--- config.mk ---
export PLATFORM = sky130hd
export DESIGN_NAME = if_stage
export DESIGN_NICKNAME = d
export VERILOG_FILES = /design/src/rtl/if_stage.sv
export SDC_FILE = /design/constraint.sdc
export NUM_CORES = 1
export LEC_CHECK = 0
export CORE_ASPECT_RATIO = 1.2
export CORE_MARGIN = 2
export CORE_UTILIZATION = 49
export CTS_CLUSTER_DIAMETER = 50
export CTS_CLUSTER_SIZE = 16
export DETAILED_ROUTE_END_ITERATION = 10
export PLACE_DENSITY = 0.86
export SLEW_MARGIN = 20
export SYNTH_ARGS = -nofsm -noshare
export SYNTH_HDL_FRONTEND = slang
export SYNTH_SLANG_ARGS = --single-unit
--- constraint.sdc ---
create_clock -name Clk -period 5.67 [get_ports Clk]
set_input_delay 0.8505 -clock Clk [delete_from_list [all_inputs] [get_ports Clk]]
set_output_delay 0.8505 -clock Clk [all_outputs]
set_load 0.05 [all_outputs]
--- src/rtl/if_stage.sv ---
// Instruction-fetch stage: program counter, IF/ID pipeline register and
// fetch/stall performance counters.
module if_stage #(
    parameter logic [31:0] RESET_PC = 32'h0000_0000,
    parameter int          SCNT_W   = 16
) (
    input  logic              Clk,
    input  logic              Rst,
    input  logic [1:0]        Pcsrc,
    input  logic              stall,
    input  logic [31:0]       Bpc,
    input  logic [31:0]       Inst,
    output logic [31:0]       Iaddr,
    output logic [31:0]       Pc,
    output logic [31:0]       D_Inst,
    output logic [31:0]       D_Pc4,
    output logic              D_Valid,
    output logic [31:0]       Fcnt,
    output logic [SCNT_W-1:0] Scnt
);

    logic [31:0]       pc_q, pc_d;
    logic [31:0]       d_inst_q, d_inst_d;
    logic [31:0]       d_pc4_q, d_pc4_d;
    logic              d_valid_q, d_valid_d;
    logic [31:0]       fcnt_q, fcnt_d;
    logic [SCNT_W-1:0] scnt_q, scnt_d;

    logic [31:0] pc4;
    logic [31:0] jpc;
    logic [31:0] bpc_aligned;
    logic        redirect;

    assign pc4         = pc_q + 32'd4;
    // J is resolved in ID, so its target comes from the IF/ID register.
    assign jpc         = {d_pc4_q[31:28], d_inst_q[25:0], 2'b00};
    assign bpc_aligned = Bpc & ~32'd3;
    assign redirect    = Pcsrc[1];

    always_comb begin
        pc_d      = pc_q;
        d_inst_d  = d_inst_q;
        d_pc4_d   = d_pc4_q;
        d_valid_d = d_valid_q;
        fcnt_d    = fcnt_q;
        scnt_d    = scnt_q;
        if (redirect) begin
            pc_d      = Pcsrc[0] ? jpc : bpc_aligned;
            d_inst_d  = 32'h0000_0000;
            d_pc4_d   = 32'h0000_0000;
            d_valid_d = 1'b0;
        end else if (stall) begin
            if (scnt_q != {SCNT_W{1'b1}}) begin
                scnt_d = scnt_q + 1'b1;
            end
        end else begin
            pc_d      = pc4;
            d_inst_d  = Inst;
            d_pc4_d   = pc4;
            d_valid_d = 1'b1;
            fcnt_d    = fcnt_q + 32'd1;
        end
    end

    always_ff @(posedge Clk) begin
        if (Rst) begin
            pc_q      <= RESET_PC;
            d_inst_q  <= 32'h0000_0000;
            d_pc4_q   <= 32'h0000_0000;
            d_valid_q <= 1'b0;
            fcnt_q    <= 32'h0000_0000;
            scnt_q    <= '0;
        end else begin
            pc_q      <= pc_d;
            d_inst_q  <= d_inst_d;
            d_pc4_q   <= d_pc4_d;
            d_valid_q <= d_valid_d;
            fcnt_q    <= fcnt_d;
            scnt_q    <= scnt_d;
        end
    end

    assign Iaddr   = pc_q;
    assign Pc      = pc_q;
    assign D_Inst  = d_inst_q;
    assign D_Pc4   = d_pc4_q;
    assign D_Valid = d_valid_q;
    assign Fcnt    = fcnt_q;
    assign Scnt    = scnt_q;

endmodule

==> results of run 1 <==
-- worst min path at each step --
stage,start,end,slack (ns),depth (start not counted)
global placement,D_Valid,D_Valid,0.44,1
finish,D_Valid,D_Valid,0.45,1
CTS,D_Valid,D_Valid,0.45,1
detailed placement,D_Valid,D_Valid,0.44,1
floorplan,D_Pc4[4],D_Pc4[4],0.69,2
global route,D_Valid,D_Valid,0.48,1
-- stage by stage --
stage / std cells / cell area, sq um / util [%] / total power (uW)
2_1_floorplan: 808 / 7043 / - / 1379
3_3_place_gp: 1133 / 9151 / 65.94 / 1515
3_5_place_dp: 1133 / 9151 / 65.94 / 1522
4_1_cts: 1164 / 9754 / 70.28 / 2662
5_1_grt: 1164 / 9754 / 70.28 / 2731
6_report: 1164 / 9754 / 70.28 / 2642
-- cells in the final DEF, fill, tap and decap left out, types with 4 or more instances in the layout --
cell / count
xor2_1: 48
nand3_1: 37
clkbuf_16: 17
o21ai_0: 26
mux2i_1: 64
clkdlybuf4s50_1: 233
nor4_1: 11
nor2_1: 119
nand4_1: 23
conb_1: 6
nor3_1: 10
o22ai_1: 5
inv_1: 5
nand2_1: 35
bufinv_16: 4
o21a_1: 13
a21oi_1: 48
nor4_2: 4
clkinv_2: 6
and3_1: 11
dfxtp_1: 141
and4_1: 7
and2_1: 7
nor3_2: 6
buf_4: 5
xnor2_1: 47
a211oi_1: 15
-- state kept, by name (all words and copies together) (netlist names) --
register / flops
D_Pc4: 30
Fcnt: 32
Scnt: 16
D_Valid: 1
Iaddr: 30
D_Inst: 32
-- power by group --
group	internal [uW]	switching (uW)
Sequential	1020	45.5
Clock	728	411
Combinational	164	272
-- area by class of cell --
type	count	area, sq um
tap	171	214.0
fill	1103	4124
clock buffer	18	429.2
clock inverter	13	173.9
inverter	6	22.52
multi-input combinational	574	3707
sequential	141	2823
timing repair buffer	241	2385
-- kinds of logic (layout without fill, tap and decap cells) --
family	Yosys count	in the layout	share of synthesized area [%]
other cells	1	6	0.05339
compound gates	113	113	9.423
simple gates	290	290	21.06
fa+ha+maj	3	3	0.5344
flops	141	141	40.19
xor+xnor	95	95	11.85
buf+inv	93	278	7.303
mux	67	67	9.601
-- synthesized netlist by cell type, drive strengths merged, types with 2 or more instances --
master  count
clkbuf     29
or4         2
nand2      35
inv         6
nor2      120
and4        7
mux2        3
o21ai      26
nor4       16
or2         3
or3         2
ha          3
buf        58
o21a       13
a211oi     15
nand4      23
mux2i      64
a21oi      48
nor4b       2
nand3      38
xor2       48
nand2b      2
o22ai       5
and2        7
nor2b       3
dfxtp     141
xnor2      47
and3       11
nor3       17
-- metal layers --
layer / up-vias / share of wire, % / track usage (%)
li1: 3091 / - / -
met3: 47 / 5.6 / 6.085
met1: 3051 / 40 / 29.39
met2: 234 / 51 / 44.91
met4: 0 / 3.3 / 11.25
met5: - / 0 / 0
==> run summary, run 1 <==
initial antenna violation count: 0
via count: 6,423
Root Buffer: clkbuf_16
crit path kind: reg -> out
CP max FO: 9
largest net degree at the start of global routing: 68
post-CTS setup buffer count: 0
H-tree depth: 4
layout cell share with drive strength beyond 1: 6.042%
CP Buf/Inv Count: 1
Synth top area share: 40.19%
minimum clock period: 2.704 ns
Sink Count: 141
Static Leak: 0.003562 uW
# IOs: 246
Total Routing Usage GR: 25.51%
Final ANT Viol Nets: 0
Clock Skew: 0.005141 ns
latest clock arrival within the worst-skew pair: 0.42 ns
routed len/inst: 17.08 um
Setup-failing EPs final: 0
Critical Path Sink Type: output pin
die area: 0.01531 sq mm
Antenna Cells: 0
Resize count post-CTS: 0
DRC viols: 0
vias in the first global route: 6,157
count of cell types in the netlist: 49
worst reg2reg path startpoint: Iaddr[2]
WHS: 0.4475 ns
CTS tree: built
RSZ-0062 raised after global routing: no
Layout Nets: 1,053
Slew headroom: 30.40%
dpl hpwl: 13,730 um
IO buf count: 237
Final WS setup: 2.966 ns
Num CTS Buffers: 17
outcome: finished clean
Area contributors post-synth: dfxtp_1, mux2i_1, nor2_1
total wire length: 19,880 um
die span in y: 135.2 um
ratio of total power to cell area: 270.9 mW/mm^2
Fin. Hold Viols: 0
cell count after synthesis: 803
Initial DRT Pass Iterations: 7
min-delay worst type: reg -> reg
fin. max-slew vios: 0
worst r2r dst: Iaddr[22]
slowest stage delay, CP: 0.89 ns
Async SR Flop Fraction: 0%
Synth Flop Type: dfxtp_1
worst-margin pin slew: 1.044 ns
CP Launch Type: flop
GPL Wtd Cong: 0.8068
sequential fraction of the synthesis area: 40.19%
Area Overhead vs Synth: 38.87%
cell row count: 47
Post-synth EDFFs: 0
critical path depth: 1
R2R depth: 6
drt initial violations: 425
delay-heaviest family, CP: buffers and inverters
mean area per synthesized cell: 8.747 sq um
global route overflow: 0
Setup crit end: Iaddr[12]
Yosys warnings: 0
Initial Util: 50.61%
Critical-path top delay cell: clkdlybuf4s50_1
clk slew on worst S/H paths: 0.06 ns
Die Width: 113.3 um
flop2flop setup slack: 3.20 ns
Req. time, crit path: 4.82 ns
Final Cycle Share: 47.69%
Bufs on Longest Clock Path: 2
first-pass GRT wire length: 31,180 um
Vias/cell: 5.518
Seq cells post-synth: 141
MaxCap Viol Count: 0
Crit path arrival time: 1.85 ns
# hold bufs at CTS: 0
Fmax achieved: 369.8 MHz
CP Cell Sequence: clkdlybuf4s50_1
pre-CTS WS: 2.567 ns
worst vdd ir: 160.5 uV
Yosys top cell by area: dfxtp_1
core area: 0.01388 sq mm
beginning of the critical path: Iaddr[12]
Mapped Area: 0.007024 sq mm
Setup TNS: 0 ns
Power figures use the tool's default switching activity.
==> run 2, diff against run 1 <==
Settings changed: CORE_UTILIZATION 49 to 46, PLACE_DENSITY 0.86 to 0.81.
Clock period 5.67 ns to 2.8 ns, I/O delays scaled along.
==> run summary, run 2 (synthesis gave the netlist of run 1 again) <==
Setup-failing EPs final: 0
via count: 6,386
Total Routing Usage GR: 24.34%
# IOs: 246
min-delay worst type: in -> reg
dpl hpwl: 14,280 um
Vias/cell: 5.269
Root Buffer: clkbuf_16
Final Cycle Share: 82.35%
CTS tree: built
Critical Path Sink Type: output pin
Initial DRT Pass Iterations: 5
most common cell after layout, fill and taps aside: clkdlybuf4s50_1
CP Buf/Inv Count: 1
slowest stage delay, CP: 0.89 ns
R2R depth: 5
Bufs on Longest Clock Path: 2
core area: 0.01496 sq mm
Clock Skew: 0.008551 ns
Final ANT Viol Nets: 0
Die Width: 116.8 um
Final Total Pwr: 5385 uW
drt initial violations: 442
vias in the first global route: 5,953
hold path startpoint: Pcsrc[1]
minimum clock period: 2.306 ns
Setup TNS: 0 ns
Post-DP Area: 0.009300 sq mm
die span in y: 139.4 um
final instance area: 0.009913 sq mm
Antenna Cells: 0
H-tree depth: 4
Hold Path Stages: 4
MaxCap Viol Count: 0
Fmax achieved: 433.7 MHz
Static Leak: 0.003626 uW
cell row count: 49
hold path endpoint: Fcnt[1]
flop2flop setup slack: 0.50 ns
initial antenna violation count: 0
Critical-path top delay cell: clkdlybuf4s50_1
Crit path arrival time: 1.89 ns
latest clock arrival within the worst-skew pair: 0.42 ns
ratio of total power to cell area: 543.2 mW/mm^2
fin. max-slew vios: 0
largest net degree at the start of global routing: 38
Resize count post-CTS: 0
outcome: finished clean
die area: 0.01628 sq mm
clk slew on worst S/H paths: 0.06 ns
worst r2r dst: Iaddr[31]
GPL Wtd Cong: 0.8226
IO buf count: 237
Num CTS Buffers: 17
Sink Count: 141
CP max FO: 9
worst-margin pin slew: 0.7120 ns
total wire length: 19,750 um
routed len/inst: 16.29 um
post-CTS setup buffer count: 0
layout cell share with drive strength beyond 1: 7.341%
first-pass GRT wire length: 31,070 um
RSZ-0062 raised after global routing: no
Slew headroom: 52.10%
commonest cells after routing, fill and taps aside: clkdlybuf4s50_1, dfxtp_1, nor2_1, mux2i_1
CP Launch Type: flop
Layout Nets: 1,067
# hold bufs at CTS: 0
Initial Util: 46.96%
CP Cell Sequence: clkdlybuf4s50_1
Req. time, crit path: 2.38 ns
delay-heaviest family, CP: buffers and inverters
DRC viols: 0
crit path kind: reg -> out
global route overflow: 0
Fin. Hold Viols: 0
worst reg2reg path startpoint: Iaddr[20]
Area Overhead vs Synth: 41.13%
worst vdd ir: 318.7 uV
[run 2: layer usage]
layer | up-vias | routed length, um | GRT usage, %
met5 | - | 0 | 0
met4 | 0 | 639 | 10.34
met3 | 40 | 1240 | 6.402
met2 | 230 | 9718 | 40.01
met1 | 2990 | 8150 | 29.79
li1 | 3126 | - | -
[run 2: power by group]
group	internal (uW)	total, uW	switching, uW	leakage (uW)
Clock	1470	2330	858	0.000290
Sequential	2070	2160	86.8	0.00115
Combinational	343	898	555	0.00219
[run 2: final cells by class]
cell class                 instances  area [sq um]
timing repair buffer             255          2490
clock inverter                     9         135.1
multi-input combinational        574          3710
tap                              204         255.2
clock buffer                      23         478.0
inverter                           6         22.52
fill                            1248          5046
sequential                       141          2823
[run 2: through the flow]
| stage | utilization [%] | std cells | hold WS, ns | setup slack [ns] |
|---|---|---|---|---|
| final | 66.27 | 1212 | 0.3909 | 0.4942 |
| after global routing | 66.27 | 1212 | 0.4070 | 0.3397 |
| after CTS | 66.27 | 1212 | 0.3877 | 0.4886 |
| after detailed placement | 62.17 | 1180 | 0.4569 | 0.5389 |
| after global placement | 62.17 | 1180 | 0.4407 | 0.5480 |
| after floorplan | - | 808 | 0.5639 | 0.3106 |
[run 2: worst max path at each step]
stage | slack (ns) | cells past startpoint | from | endpoint
6_report | 0.49 | 1 | Iaddr[17] | Pc[17]
4_1_cts | 0.49 | 1 | Iaddr[17] | Pc[17]
3_3_place_gp | 0.55 | 6 | Iaddr[3] | Iaddr[22]
2_1_floorplan | 0.31 | 8 | Iaddr[2] | Iaddr[16]
5_1_grt | 0.34 | 5 | Iaddr[12] | Iaddr[31]
3_5_place_dp | 0.54 | 6 | Iaddr[3] | Iaddr[22]
[run 2: worst register-to-register path, stage by stage (launching register included)]
cell and delay, ns:
dfxtp_1 0.53, nand4_1 0.34, nor4_1 0.67, nand4_1 0.22
xor2_1 0.21, o32ai_1 0.23
